### src/rtl/acc_seq_pkg.sv
// acc_seq_pkg: command codes, FSM states and strobe bundle for the accumulator sequencer
package acc_seq_pkg;
    localparam int W_DEF  = 4;
    localparam int CW_DEF = 8;

    typedef enum logic [2:0] {
        CMD_NOP  = 3'd0,
        CMD_LOAD = 3'd1,
        CMD_ALU  = 3'd2,
        CMD_INC  = 3'd3,
        CMD_DEC  = 3'd4,
        CMD_SHR  = 3'd5,
        CMD_SHL  = 3'd6,
        CMD_CLR  = 3'd7
    } cmd_e;

    typedef enum logic [1:0] {
        S_IDLE = 2'd0,
        S_EXEC = 2'd1,
        S_RESP = 2'd2
    } state_e;

    typedef struct packed {
        logic cl;
        logic ld;
        logic inc;
        logic dec;
        logic sr;
        logic sl;
        logic ir;
        logic il;
    } strb_t;
endpackage

### src/rtl/acc_seq_decode.sv
// acc_seq_decode: maps a command code and shift-in bit to the register strobe set
module acc_seq_decode
    import acc_seq_pkg::*;
(
    input  logic [2:0] i_op,
    input  logic       i_bit,
    output strb_t      o_strb
);
    // one-hot operation strobe; shift-in bits ride only with their shift
    always_comb begin
        o_strb     = '0;
        o_strb.cl  = (i_op == CMD_CLR);
        o_strb.ld  = (i_op == CMD_LOAD) || (i_op == CMD_ALU);
        o_strb.inc = (i_op == CMD_INC);
        o_strb.dec = (i_op == CMD_DEC);
        o_strb.sr  = (i_op == CMD_SHR);
        o_strb.sl  = (i_op == CMD_SHL);
        o_strb.ir  = (i_op == CMD_SHR) && i_bit;
        o_strb.il  = (i_op == CMD_SHL) && i_bit;
    end
endmodule

### src/rtl/acc_sequencer.sv
// acc_sequencer: turns accumulator commands into alu/register control with a response channel
module acc_sequencer
    import acc_seq_pkg::*;
#(
    parameter int W  = W_DEF,
    parameter int CW = CW_DEF
) (
    input  logic          clk,
    input  logic          rst_n,
    input  logic          cmd_valid,
    output logic          cmd_ready,
    input  logic [2:0]    cmd_op,
    input  logic [2:0]    cmd_oc,
    input  logic [W-1:0]  cmd_data,
    output logic          rsp_valid,
    input  logic          rsp_ready,
    output logic [W-1:0]  rsp_data,
    output logic [CW-1:0] cmd_count,
    output logic [2:0]    alu_oc,
    output logic [W-1:0]  alu_a,
    output logic [W-1:0]  alu_b,
    input  logic [W-1:0]  alu_f,
    output logic          reg_cl,
    output logic          reg_ld,
    output logic          reg_inc,
    output logic          reg_dec,
    output logic          reg_sr,
    output logic          reg_ir,
    output logic          reg_sl,
    output logic          reg_il,
    output logic [W-1:0]  reg_in,
    input  logic [W-1:0]  reg_q
);
    state_e        r_state, w_next;
    logic [2:0]    r_op, r_oc;
    logic [W-1:0]  r_data;
    logic [CW-1:0] r_count;
    strb_t         r_strb, w_strb;
    logic          w_cmd_hs, w_rsp_hs;

    assign cmd_ready = (r_state == S_IDLE);
    assign rsp_valid = (r_state == S_RESP);
    assign w_cmd_hs  = cmd_valid && cmd_ready;
    assign w_rsp_hs  = rsp_valid && rsp_ready;

    // decoded from the command being latched so strobes rise on the acceptance edge
    acc_seq_decode u_dec (
        .i_op   (cmd_op),
        .i_bit  (cmd_data[0]),
        .o_strb (w_strb)
    );

    // FSM state register
    always_ff @(posedge clk or negedge rst_n) begin
        if (!rst_n) r_state <= S_IDLE;
        else        r_state <= w_next;
    end

    // IDLE -> EXEC on accept, EXEC -> RESP always, RESP -> IDLE on response accept
    always_comb begin
        w_next = r_state;
        case (r_state)
            S_IDLE:  if (cmd_valid) w_next = S_EXEC;
            S_EXEC:  w_next = S_RESP;
            S_RESP:  if (rsp_ready) w_next = S_IDLE;
            default: w_next = S_IDLE;
        endcase
    end

    // latch the command and hold its strobes for exactly the EXEC cycle
    always_ff @(posedge clk or negedge rst_n) begin
        if (!rst_n) begin
            r_op   <= '0;
            r_oc   <= '0;
            r_data <= '0;
            r_strb <= '0;
        end else begin
            if (w_cmd_hs) begin
                r_op   <= cmd_op;
                r_oc   <= cmd_oc;
                r_data <= cmd_data;
            end
            r_strb <= w_cmd_hs ? w_strb : '0;
        end
    end

    // completed-command counter, wraps naturally
    always_ff @(posedge clk or negedge rst_n) begin
        if (!rst_n)        r_count <= '0;
        else if (w_rsp_hs) r_count <= r_count + 1'b1;
    end

    assign cmd_count = r_count;
    assign alu_oc    = r_oc;
    assign alu_b     = r_data;
    assign alu_a     = reg_q;
    assign rsp_data  = reg_q;
    assign reg_in    = (r_op == CMD_LOAD) ? r_data : (r_op == CMD_ALU) ? alu_f : '0;
    assign reg_cl    = r_strb.cl;
    assign reg_ld    = r_strb.ld;
    assign reg_inc   = r_strb.inc;
    assign reg_dec   = r_strb.dec;
    assign reg_sr    = r_strb.sr;
    assign reg_ir    = r_strb.ir;
    assign reg_sl    = r_strb.sl;
    assign reg_il    = r_strb.il;
endmodule

### config.mk
export PLATFORM = sky130hd
export DESIGN_NAME = acc_sequencer
export DESIGN_NICKNAME = d
export VERILOG_FILES = /design/src/rtl/acc_seq_pkg.sv /design/src/rtl/acc_seq_decode.sv /design/src/rtl/acc_sequencer.sv
export SDC_FILE = /design/constraint.sdc
export NUM_CORES = 1
export LEC_CHECK = 0
export ABC_AREA = 1
export CORE_MARGIN = 2
export CORE_UTILIZATION = 37
export DETAILED_ROUTE_END_ITERATION = 16
export PLACE_DENSITY = 0.87
export SYNTH_ARGS = -nofsm -noshare
export SYNTH_HDL_FRONTEND = slang
export SYNTH_SLANG_ARGS = --single-unit
export TNS_END_PERCENT = 100
### constraint.sdc
create_clock -name clk -period 1 [get_ports clk]
set_input_delay 0.2 -clock clk [delete_from_list [all_inputs] [get_ports clk]]
set_output_delay 0.2 -clock clk [all_outputs]
set_load 0.01 [all_outputs]
# Yosys cells after proc, flatten, opt, wreduce, memory -nomap -nowiden
# Index checks and enable logic that the tools add are counted.
# classes
eq_ne,13
addsub,1
muxes,6
reduce_logical,7
# op_table
cell,count
== test 3 bit (second input constant),4
== test 3 x 2 -> 1 bit (second input constant),3
adder 8 x 1 -> 8 bit (second input constant),1
2-to-1 mux 4 bit,2
2-to-1 mux 8 bit,1
== test 3 x 1 -> 1 bit (second input constant),2
one-hot mux 2 bit (3 select lines),1
logical AND 1 bit,4
2-to-1 mux 2 bit,2
== test 2 x 1 -> 1 bit (second input constant),1
== test 2 bit (second input constant),1
zero test 2 bit,1
inequality test 2 x 1 -> 1 bit (second input constant),1
inequality test 2 bit (second input constant),1
AND reduction 2 bit,1
logical OR 1 bit,1
# word_totals
register_bits,28

# Longest topological paths before layout
# Gate-level depths: netlist (run 1).
# depth
depth_word,3
ltp_mapped,7
mapped_depth_nobuf,7

# By module
# From an unflattened synthesis (run 1), not the netlist that was laid out.
# unflattened
hier_cells,156
hier_area_um2,1383.8
# modules_own_cells
module,area_each_um2,seq_area_each_um2,cells_per_inst,instances
acc_sequencer,1306.3,700.7,139,1
acc_seq_decode,77.6,0.0,17,1

# Worst setup path before layout (run 1)
# Ideal clock, no wire load.
# synth_timing
path_type,register to register
start,reg r_count[0] (netlist: cmd_count[0])
end,reg r_count[6] (netlist: cmd_count[6])
setup_time_ns,0.113
arrival_ns,1.039
path_stages_with_launch,7
period_less_slack_ns,1.152
setup_slack_ns,-0.152
cell_sequence,dfrtp_1 ha_1 nand3_1 nor2_4 nand3_1 nand2_1 inv_1
# synth_between
elab_chain_len,1
# synth_rtl
item,line,source
"start, declared",acc_sequencer.sv:37,logic [CW-1:0] r_count;
"start signal, assigned",acc_sequencer.sv:90,else if (w_rsp_hs) r_count <= r_count + 1'b1;
adder 8 x 1 -> 8 bit,acc_sequencer.sv:90,
# No other way between the ends.
# A chain may end at the register's enable or synchronous reset.

# Final worst setup path (run 1)
# layout_timing
start,reg r_op[0]
end,out reg_in[2]
# layout_between
elab_chain_len,3
# layout_rtl
item,line,source
"start, declared",acc_sequencer.sv:35,"logic [2:0] r_op, r_oc;"
"start signal, assigned",acc_sequencer.sv:79,r_op <= cmd_op;
== test 3 x 2 -> 1 bit,acc_sequencer.sv:98,assign reg_in = (r_op == CMD_LOAD) ? r_data : (r_op == CMD_ALU) ? alu_f : '0;
2-to-1 mux 4 bit,acc_sequencer.sv:98,
2-to-1 mux 4 bit *,acc_sequencer.sv:98,
"end, declared",acc_sequencer.sv:31,"output logic [W-1:0] reg_in,"
# Mark *: on every way between the ends. The rest lies on a longest branch, timed or not.

==> summary by stage, run 1 <==
Drt
The number of DRC violations after detailed routing is 0. The first routing iteration left 31 violations. The count of nets left with antenna violations once routing finished came out at 0. The routed wire length per instance is between 10 and 15 um.

After detailed routing, the number of vias per cell comes to between 4 and 5. For this block, the routed nets add up to approximately 3600 um of wire. The first-pass iteration count of the detailed router is 4. Detailed routing inserted a total of 1,212 vias.

STA
Setup repair after global routing could not meet its margin everywhere. Across all hold checks on the routed design, the worst slack comes to between 0.2 and 0.25 ns. The transition time of the tightest slew-check pin is about 0.27 ns. In this run the tightest slew margin relative to its limit is 0.817. The total count of hold-check failures in the final report is 0. The clock skew is around 0.008 ns. The final setup violation count is 57.

Dividing the final minimum period by the clock period gives 1.52. The maximum clock frequency is 657 MHz. The total count of max-transition violations in the final report is 0. The worst path in the final design needs a cycle of around 1.5 ns, including I/O delays and setup. The final-layout setup total negative slack is -10.44 ns. Once routing completed, OpenROAD measured the worst setup slack at -0.523 ns.

Logic synthesis
The distinct cell type count after synthesis is 24. The register area share after synthesis is 0.523. After synthesis the cells add up to approximately 0.0013 mm2.

The complex-gate fraction of the synthesized area is 0.0523. After synthesis the netlist holds a flip-flop and latch count of 28. The share of the synthesized area in the top cell type is 0.523. Yosys attributes the largest share of cell area to dfrtp_1 52%, nand2_1 7.3%, inv_1 4.8%. The xor/xnor cell area share of the yosys netlist is 0.0262. The share of synthesized area spent on multiplexers is 0. The post-synthesis average cell area is slightly below 10 um2.

After synthesis, the largest family of logic cells by area is simple AND/OR/NAND/NOR gates. Of the total synthesized cell area, the portion taken by full adders, half adders and majority gates is 0.00935. The cell type contributing the most total cell area after synthesis is dfrtp_1.

Of the total synthesized cell area, the portion taken by AND, OR, NAND and NOR gates is 0.269. The Yosys step of the flow raised 0 warnings. The number of nets handed over by synthesis was 162. In the synthesized netlist, the number of instances is roughly 140.

Setup path
The worst setup path is of the reg -> out kind. The type of destination of the critical path is an output port. The highest net fanout along the worst path is 4. The arrival time of the worst setup path is around 1.3 ns.

The startpoint identified for the worst register-to-register timing path is r_state[1]. For the worst setup path, the data required time is roughly 0.80 ns. STA classifies the critical path startpoint as a register.

The destination of the worst register-to-register timing path is alu_b[3]. The number of cells on the worst reg-to-reg path is 7. In this run the register-to-register setup slack is -0.27 ns.

Power and ir drop
The post-route total power is 5.98 mW. The share of power burned in the clock network is 0.083. The switching portion of total power is 0.386. The combinational fraction of design power is 0.636.

The internal power is 3.67 mW. For this design the ratio of total power to cell area is 2510 mW/mm2. The static power due to leakage is 1.19 nW. The net switching power is between 2 and 2.5 mW. Of the total power, registers draw 0.281. The maximum vdd drop is roughly 0.0013 V.

Clock tree
TritonCTS built the clock tree. CTS built an H-tree with a depth of 1. The number of buffers created by CTS is 3. The number of hold buffers added after CTS was 0. The deepest clock path buffer count is 2. Clock-pin slew was measured on the worst setup and hold paths at 0.15 ns. The clock net in this run drives a total of 28 sinks. Clock latency on the worst-skew pair, taken at its later pin, is approximately 0.33 ns. Clock tree synthesis selected as its root buffer the cell clkbuf_4.

Floorplan
The area of the core is between 0.003 and 0.004 mm2. Row generation in the floorplan step produced 21 rows. The initial core utilization is 0.392. The die boundary height is 64.2 um. The die covers a little over 0.004 mm2.

The floorplan step set the die width to about 64 um. 59 I/O pins were placed.

Final layout
The number of antenna cells inserted is 0. In the final layout, the share of cells above drive strength 1 is 0.587. The utilization after layout is 0.699. The area overhead of the layout relative to synthesis is 78.2%.

The final-stage net count is between 200 and 250.

Hold path
The type of the most critical hold path is in -> async.

Flow run
The number of max-cap violations is 0.

GRT
The first global-routing pass estimated between 5000 and 6000 um of wire. Entering global routing, the biggest net connects 29 pins. The number of antenna violations at the first check in global routing is 0. Global routing finished with a remaining overflow of 0. For this run, the total global-route usage over all layers was measured as 0.182. The number of global-route vias before repair came to approximately 1,300.

Place
The pre-CTS setup slack is -0.586 ns. Buffers placed on the I/O ports in this run total 46. The HPWL after detailed placement is 2260 um. The last weighted congestion value of the routability-driven placer is a little under 0.8.

Outcome
The final reports fail on negative setup slack. The flow ran to the end, but the final reports show violations.
[how the worst max path moves through the flow]
| stage | depth (start not counted) | end | from | slack (ns) |
|---|---|---|---|---|
| 3_5_place_dp | 4 | reg_in[2] | alu_f[2] | -0.59 |
| 3_3_place_gp | 4 | reg_in[0] | alu_f[0] | -0.53 |
| 5_1_grt | 6 | reg_in[2] | r_op[1] | -0.59 |
| 6_report | 4 | reg_in[2] | r_op[0] | -0.52 |
| 2_1_floorplan | 6 | cmd_count[6] | cmd_count[0] | -0.11 |
| 4_1_cts | 6 | reg_in[3] | r_op[1] | -0.51 |
[cells in the mapped netlist, drive strengths merged]
cell and number:
nand3 13, nand3b 1, nand2 34, xnor2 2, nor3 4, buf 10
o21ai 11, xor2 2, inv 19, ha 1, nor2 14, dfrtp 28
[flip-flops by register name, indices dropped and copies added, names as in the netlist]
register,cells
alu_b,4
alu_oc,3
cmd_count,8
r_op,3
r_state,2
reg_cl,1
reg_dec,1
reg_il,1
reg_inc,1
reg_ir,1
reg_ld,1
reg_sl,1
reg_sr,1
[power by group through the flow]
| stage | Sequential, mW | Clock (mW) | Combinational, mW |
|---|---|---|---|
| 2_1_floorplan | 1.86 | 0 | 1.00 |
| 3_3_place_gp | 1.69 | 0 | 2.76 |
| 3_5_place_dp | 1.70 | 0 | 2.84 |
| 4_1_cts | 1.66 | 0.496 | 3.40 |
| 5_1_grt | 1.72 | 0.569 | 4.07 |
| 6_report | 1.68 | 0.495 | 3.80 |
[per-layer routing]
layer	vias up	global-route usage	wire length, um
met5	-	0	0
met4	0	0.0319	0
li1	594	-	-
met1	580	0.215	1380
met2	38	0.342	2050
met3	0	0.0352	147
[cell families (layout without fill, tap and decap cells)]
logic type | Yosys count | after routing
and+or+nand+nor | 66 | 66
buffers and inverters | 29 | 115
DFF | 28 | 28
AOI/OAI and AO/OA | 11 | 11
xor gates and xnor gates | 4 | 4
adders and majority gates | 1 | 1
[what timing repair did]
| action | 4_1_cts | 5_1_grt |
|---|---|---|
| gates resized for setup | 160 | 28 |
| pin swaps | 11 | 12 |
| setup buffers | 13 | 2 |
| setup endpoints to repair | 56 | 57 |
| cloned | 1 | 0 |
[cell usage in the layout (no fill, tap or decap), types with 3 or more instances in the layout]
cell type        count
buf_6               23
dfrtp_1             27
nand3_2              7
nor3_4               3
o21ai_2              8
nand3_4              3
clkdlybuf4s50_1     17
nand2_2              7
nand3_1              3
clkbuf_4             3
nand2_4              5
nor2_1               4
buf_2               24
o21ai_1              3
buf_12               3
nand2_1             20
nor2_4               9
inv_1               14
buf_4               24
[worst max-delay path: stages, from the launching register on]
cell,delay [ns]
dfrtp_1,0.42
buf_4,0.15
nand3_4,0.11
o21ai_1,0.15
buf_2,0.15
[layout make-up]
class                      instances  area, um2
fill                             270       1030
inverter                          19       88.8
timing repair buffer              92        817
clock buffer                       4       26.3
tap                               46       57.6
multi-input combinational         82        694
sequential                        28        702
[stage by stage]
| stage | instance area (um2) | std cells |
|---|---|---|
| after floorplan | 1370 | 139 |
| after global placement | 2080 | 253 |
| after detailed placement | 2080 | 253 |
| after CTS | 2240 | 269 |
| after global routing | 2390 | 271 |
| final | 2390 | 271 |
No activity file was read; power rests on OpenSTA's default activity.
==> run 2, diff against run 1 <==
--- a/config.mk
+++ b/config.mk
@@ -9,7 +9,7 @@
 export CORE_MARGIN = 2
 export CORE_UTILIZATION = 37
 export DETAILED_ROUTE_END_ITERATION = 16
-export PLACE_DENSITY = 0.87
+export PLACE_DENSITY_LB_ADDON = 0.2
 export SYNTH_ARGS = -nofsm -noshare
 export SYNTH_HDL_FRONTEND = slang
 export SYNTH_SLANG_ARGS = --single-unit
==> summary by stage, run 2 (synthesis gave the netlist of run 1 again) <==
Drt
Across all layers, the routed design uses roughly 1,200 vias. Wires add up to 3470 um. In the routed design, unresolved DRC markers number 0. The detail route stage leaves a number of antenna-violating nets equal to 0. The detailed router finished its first iteration with 42 violations.

Using the TritonRoute via totals, the vias-per-cell ratio works out to about 4.4. For this run, the detailed router's first-pass iteration total came to 4. After detailed routing, the average wire length per cell comes to approximately 13 um.

Clock tree
After clock tree synthesis, the clock-pin slew on the worst setup and hold paths is ~0.15 ns. The CTS tree is yes. The clock root buffer is clkbuf_4. The clock reaches the later pin of the worst-skew pair after 0.33 ns. CTS saw 28 sinks. In this run the number of H-tree levels came out at 1. The deepest clock path buffer count is 2. Clock tree synthesis inserted a total of 3 buffers.

Setup path
Walking the worst path, the cells encountered are inv_2, nor2_1, buf_4, nand3_1, o21ai_2, buf_2. The startpoint kind of the worst setup timing path is a register. The path type of the worst setup path is reg -> out. The required time of the critical path is approximately 0.80 ns.

The worst setup path is captured at an output port. For this design, the slowest cell found on the critical path is dfrtp_1. Data on the critical path arrives at its endpoint at roughly 1.3 ns.

The highest net fanout along the worst path is 4. Together, buffers and inverters on the worst path number 3. The delay of the slowest cell on the worst path is approximately 0.43 ns.

The kind of cell with the highest combined delay along the critical path is flip-flops. The register-to-register setup slack is -0.29 ns.

Final layout
The final-stage net count is ~250. The flip-flop count of the largest register after layout is 8. The leading cell type in the layout, fill and taps excluded is dfrtp_1. Measured on the finished design, the core utilization comes to 0.687. The area of all sequential standard cells is ~700 um2.

Leaving out fill and tap cells, the most frequent cells in the layout are 27 x dfrtp_1, 23 x buf_2, 23 x buf_4. Of the cells placed in the final design, the portion with a size suffix greater than 1 is 0.556. The filler cell count in the final layout is ~270. 0 antenna diodes ended up in the layout. Summing all multi-input logic gate instances after layout gives roughly 660 um2. Relative to the synthesized area, the layout overhead comes to 75.2%.

Power and ir drop
The maximum vdd drop is roughly 0.0013 V. The static power due to leakage is 1.18 nW. The power density over the cells is ~2500 mW/mm2.

Place
Routability-driven placement finished with a final weighted congestion of between 0.8 and 0.9. Once detailed placement completed, the half-perimeter wirelength came to 2270 um. Input and output buffers added on the ports amount to 46.

Timing analysis after detailed placement gives a worst setup slack of -0.575 ns.

STA
In the finished design, the share of the clock period the worst path needs comes to 1.50. The headroom to the max-slew limit is 0.835. Setup violations remaining at the end of the flow were counted as 56. The total count of max-transition violations in the final report is 0. Setup repair after global routing could not meet its margin everywhere. Based on the critical path, the design can be clocked at up to 667 MHz. The total count of hold-check failures in the final report is 0. For the pin with the worst max-slew slack, the measured transition is between 0.2 and 0.25 ns.

Subtracting the final worst setup slack from the clock period gives between 1 and 1.5 ns. Hold is met by about 0.21 ns. The clock arrives with around 0.008 ns of skew. The smallest setup slack after layout is -0.498 ns.

Floorplan
The initial utilization of the core area, before any placement, comes to 0.392. roughly 60 I/O pins were placed. The full die area is 0.00412 mm2. The die boundary width is 64.2 um. The die is about 64 um tall. The cell row count is 21.

The area of the core is 0.00342 mm2.

Outcome
The flow ran to the end, but the final reports show violations. The final reports fail on negative setup slack.

GRT
The pin count of the biggest net entering global routing is 29. The global router's overall resource usage is 0.174. The residual overflow from global routing is 0. The number of antenna violations at the first check in global routing was 0. The first global-routing pass estimated about 5500 um of wire. The number of global-route vias before repair was roughly 1,200.

Hold path
The type of the most critical hold path is in -> async.

Flow run
Max-cap violations in this run came to 0.
-- run 2: changes by cell type in the layout (fill, tap and decap cells not counted), moves of 2 or more --
cell	delta
nand3_1	+5
nand3_2	-5
buf_6	-2
buf_8	+2
-- run 2: final cells by class --
class,instances,share of cell area
sequential,28,0.299
inverter,19,0.0368
tap,46,0.0245
multi-input combinational,82,0.282
timing repair buffer,90,0.346
clock buffer,4,0.0112
-- run 2: final timing paths --
| kind | endpoint | cells past startpoint | from |
|---|---|---|---|
| setup reg to reg | cmd_count[7] | 8 | r_state[0] |
| hold / removal | cmd_count[2] | 2 | rst_n |
| max in group asynchronous | r_state[0] | 2 | rst_n |
| min in group clk | rsp_data[0] | 0 | reg_q[0] |
| setup / recovery | reg_in[3] | 6 | r_op[1] |
| hold reg to reg | alu_oc[2] | 2 | alu_oc[2] |
-- run 2: stage by stage --
| step | power, mW | instances | area, um2 | setup TNS, ns |
|---|---|---|---|---|
| after global routing | 6.22 | 269 | 2350 | -12.81 |
| final | 5.83 | 269 | 2350 | -9.79 |
| after CTS | 5.51 | 266 | 2220 | -9.51 |
| after global placement | 4.43 | 252 | 2070 | -9.31 |
| after floorplan | 2.87 | 139 | 1370 | -0.821 |
| after detailed placement | 4.49 | 252 | 2070 | -9.69 |
-- run 2: power by group --
group | internal, mW | total [mW] | switching [mW]
Clock | 0.156 | 0.490 | 0.333
Sequential | 1.47 | 1.66 | 0.193
Combinational | 2.03 | 3.68 | 1.65
-- run 2: what timing repair did --
action | CTS | global route
gates cloned | 1 | 0
hold buffers | 0 | 0
pin swaps | 13 | 6
resized for setup | 161 | 21
buffers inserted | 10 | 4
endpoints found under the setup margin | 55 | 57
-- run 2: routing by layer --
layer  global-route usage  share of wire  vias to the layer above
met3               0.0282          0.046                        2
met1                0.202           0.39                      563
met5                    0              0                        -
li1                     -              -                      600
met2                0.323           0.55                       32
met4               0.0612         0.0061                        0
==> run 3, diff against run 2 <==
--- a/config.mk
+++ b/config.mk
@@ -10,6 +10,7 @@
 export CORE_UTILIZATION = 37
 export DETAILED_ROUTE_END_ITERATION = 16
 export PLACE_DENSITY_LB_ADDON = 0.2
+export SLEW_MARGIN = 20
 export SYNTH_ARGS = -nofsm -noshare
 export SYNTH_HDL_FRONTEND = slang
 export SYNTH_SLANG_ARGS = --single-unit
==> constraint.sdc (replaced) <==
create_clock -name clk -period 1.3 [get_ports clk]
set_input_delay 0.26 -clock clk [delete_from_list [all_inputs] [get_ports clk]]
set_output_delay 0.26 -clock clk [all_outputs]
set_load 0.01 [all_outputs]
==> summary by stage, run 3 (synthesis gave the netlist of run 1 again) <==
Final layout
Leaving out filler cells and counting taps, the final layout contains ~250. The number of antenna cells inserted is 0. The area growth from synthesis to layout is 57.0%. In the layout the commonest cells are 26 x nand2_1, 25 x dfrtp_1, 23 x buf_4. The leading cell type in the layout, fill and taps excluded is nand2_1. The register with the most flip-flops in the layout has 8 of them. Fill cells in the final layout number between 300 and 400. The fraction of layout instances using a drive strength above 1 is 0.382.

The final-stage net count is 231.

Flow run
Max-cap violations in this run came to 0.

Power and ir drop
VDD sags by at most a little under 0.001 V. Dividing total power by cell area gives a power density of between 1500 and 2000 mW/mm2. The static power due to leakage is between 1 and 1.5 nW.

STA
Setup total negative slack on the finished layout was measured at -0.852 ns. For the pin with the worst max-slew slack, the measured transition is 0.177 ns. The headroom to the max-slew limit is 0.881. Setup repair after global routing could not meet its margin everywhere.

The total count of max-transition violations in the final report is 0. The total count of hold-check failures in the final report is 0. Setup violations remaining at the end of the flow were counted as 5. Across all setup checks in the final design, the least slack found is -0.219 ns. The clock skew is roughly 0.0061 ns. For this run, the top clock speed supported by timing is ~660 MHz. In the finished design, the share of the clock period the worst path needs comes to 1.17. The final critical path time including I/O delays and setup is approximately 1.5 ns.

Setup path
The setup path with the least slack is of type reg -> out. The combined buffer and inverter count along the critical path is 2. The required time of the critical path is between 1 and 1.5 ns. Broken down by cell family, the worst path's largest delay share belongs to flip-flops.

The largest single stage delay on the critical path is approximately 0.4 ns. Traced cell by cell, the critical path runs through inv_2, nor2_4, nand3_1, o21ai_1, buf_2. Along the worst path, the maximum fanout reaches 4. The master of the slowest instance on the critical path is dfrtp_1. The startpoint kind of the worst setup timing path is a register. STA classifies the critical path endpoint as an output port. For the worst setup path, the data arrival time is between 1 and 1.5 ns.

Drt
The highest layer touched by signal routing is met4. The met2 wirelength from detailed routing is about 1600 um. The violation count after the first detailed-routing iteration is 35. The routed via count divided by cell count is approximately 4.4. The remaining antenna violation count is 0. In the routed design, unresolved DRC markers number 0. After detailed routing, the average wire length per cell comes to about 12 um. The aggregate routed wire length is between 3000 and 4000 um.

Detailed routing placed a total of 231 um of wire on met3. The detailed router put a total of roughly 1100 um of wire on met1. The detailed-route via count is 1,123.

The pre-antenna-repair detailed-routing pass consisted of 4 iterations.

Floorplan
The total I/O pin count is 59. The cell row count is 21. From left edge to right edge, the die measures ~64 um. The initial core utilization is 0.392. The area of the core is 0.00342 mm2. The full die area is 0.00412 mm2. The die is 64.2 um tall.

Place
The count of buffers from port buffering is 46. In this run, placement finished with an instance count of about 240. The detailed-placement wirelength estimate is ~2200 um.

Routability-driven placement finished with a final weighted congestion of slightly below 0.8.

GRT
Entering global routing, the biggest net connects 29 pins. The residual overflow from global routing is 0. Across every metal layer, demand over resource in global routing totals 0.160. The global-route wire length before repair is about 5100 um. The number of antenna violations at the first check in global routing was 0. The number of global-route vias before repair is 1,178.

Clock tree
TritonCTS built the clock tree. The clock insertion delay at the later pin of the skew report is between 0.3 and 0.4 ns. Clock-pin slew was measured on the worst setup and hold paths at ~0.16 ns. The depth of the CTS H-tree is 1. Counting every sink on the clock net gives 28.

The root buffer cell chosen for the clock tree is clkbuf_4. Counting along the longest clock path gives a buffer depth of 2. Clock tree synthesis inserted a total of 3 buffers.

Outcome
The flow ran to the end, but the final reports show violations. The checks that failed: negative setup slack.

Hold path
The type of the most critical hold path is in -> async.
[run 3: cell count changes in the layout (fill, tap and decap cells not counted), moves of 4 or more]
cell | previous run | this run
clkdlybuf4s15_1 | 0 | 19
nand2_1 | 21 | 26
nor2_1 | 5 | 9
buf_6 | 21 | 6
buf_2 | 23 | 4
[run 3: path summary, 6_finish.rpt]
| path | from | end | slack [ns] | depth (start not counted) |
|---|---|---|---|---|
| setup / recovery | r_op[1] | reg_in[1] | -0.22 | 5 |
| hold / removal | rst_n | reg_sr | 0.25 | 2 |
| setup reg to reg | r_state[0] | cmd_count[7] | 0.10 | 7 |
| hold reg to reg | alu_oc[0] | alu_oc[0] | 0.50 | 2 |
| max in group asynchronous | rst_n | r_op[0] | 0.87 | 2 |
| min in group clk | cmd_oc[2] | alu_oc[2] | 0.45 | 3 |
[run 3: final cells by class]
class	instances	area, um2	area share
Clock buffer	3	22.5	0.0107
Clock inverter	1	30.0	0.0143
Inverter	19	73.8	0.0351
Multi-Input combinational cell	82	523	0.249
Sequential cell	28	704	0.335
Tap cell	46	57.6	0.0274
Timing Repair Buffer	74	691	0.329
[run 3: metrics by stage]
step / hold slack (ns) / worst slack (ns) / utilization / power [mW] / cell area, um2
after floorplan: -0.0356 / 0.148 / - / 2.14 / 1340
after global routing: 0.239 / -0.309 / 0.615 / 4.22 / 2100
final: 0.253 / -0.219 / 0.615 / 3.95 / 2100
after detailed placement: 0.464 / -0.432 / 0.564 / 3.16 / 1930
after global placement: 0.466 / -0.428 / 0.564 / 3.11 / 1930
after CTS: 0.246 / -0.231 / 0.589 / 3.74 / 2010
[run 3: report_power, final]
| part | internal, mW | switching, mW | leakage (nW) |
|---|---|---|---|
| logic | 1.10 | 0.947 | 0.643 |
| clock network | 0.312 | 0.266 | 0.0279 |
| registers | 1.13 | 0.189 | 0.350 |
| total | 2.55 | 1.40 | 1.02 |
[run 3: layer usage]
layer,global-route usage,vias to the layer above
li1,-,559
met1,0.164,522
met2,0.309,40
met3,0.0581,2
met4,0.0319,0
met5,0,-
[run 3: what timing repair did]
item	CTS	global route
hold buffers	0	0
resized for setup	72	30
buffers inserted	9	4
pin swaps	1	2
endpoints found under the setup margin	29	23
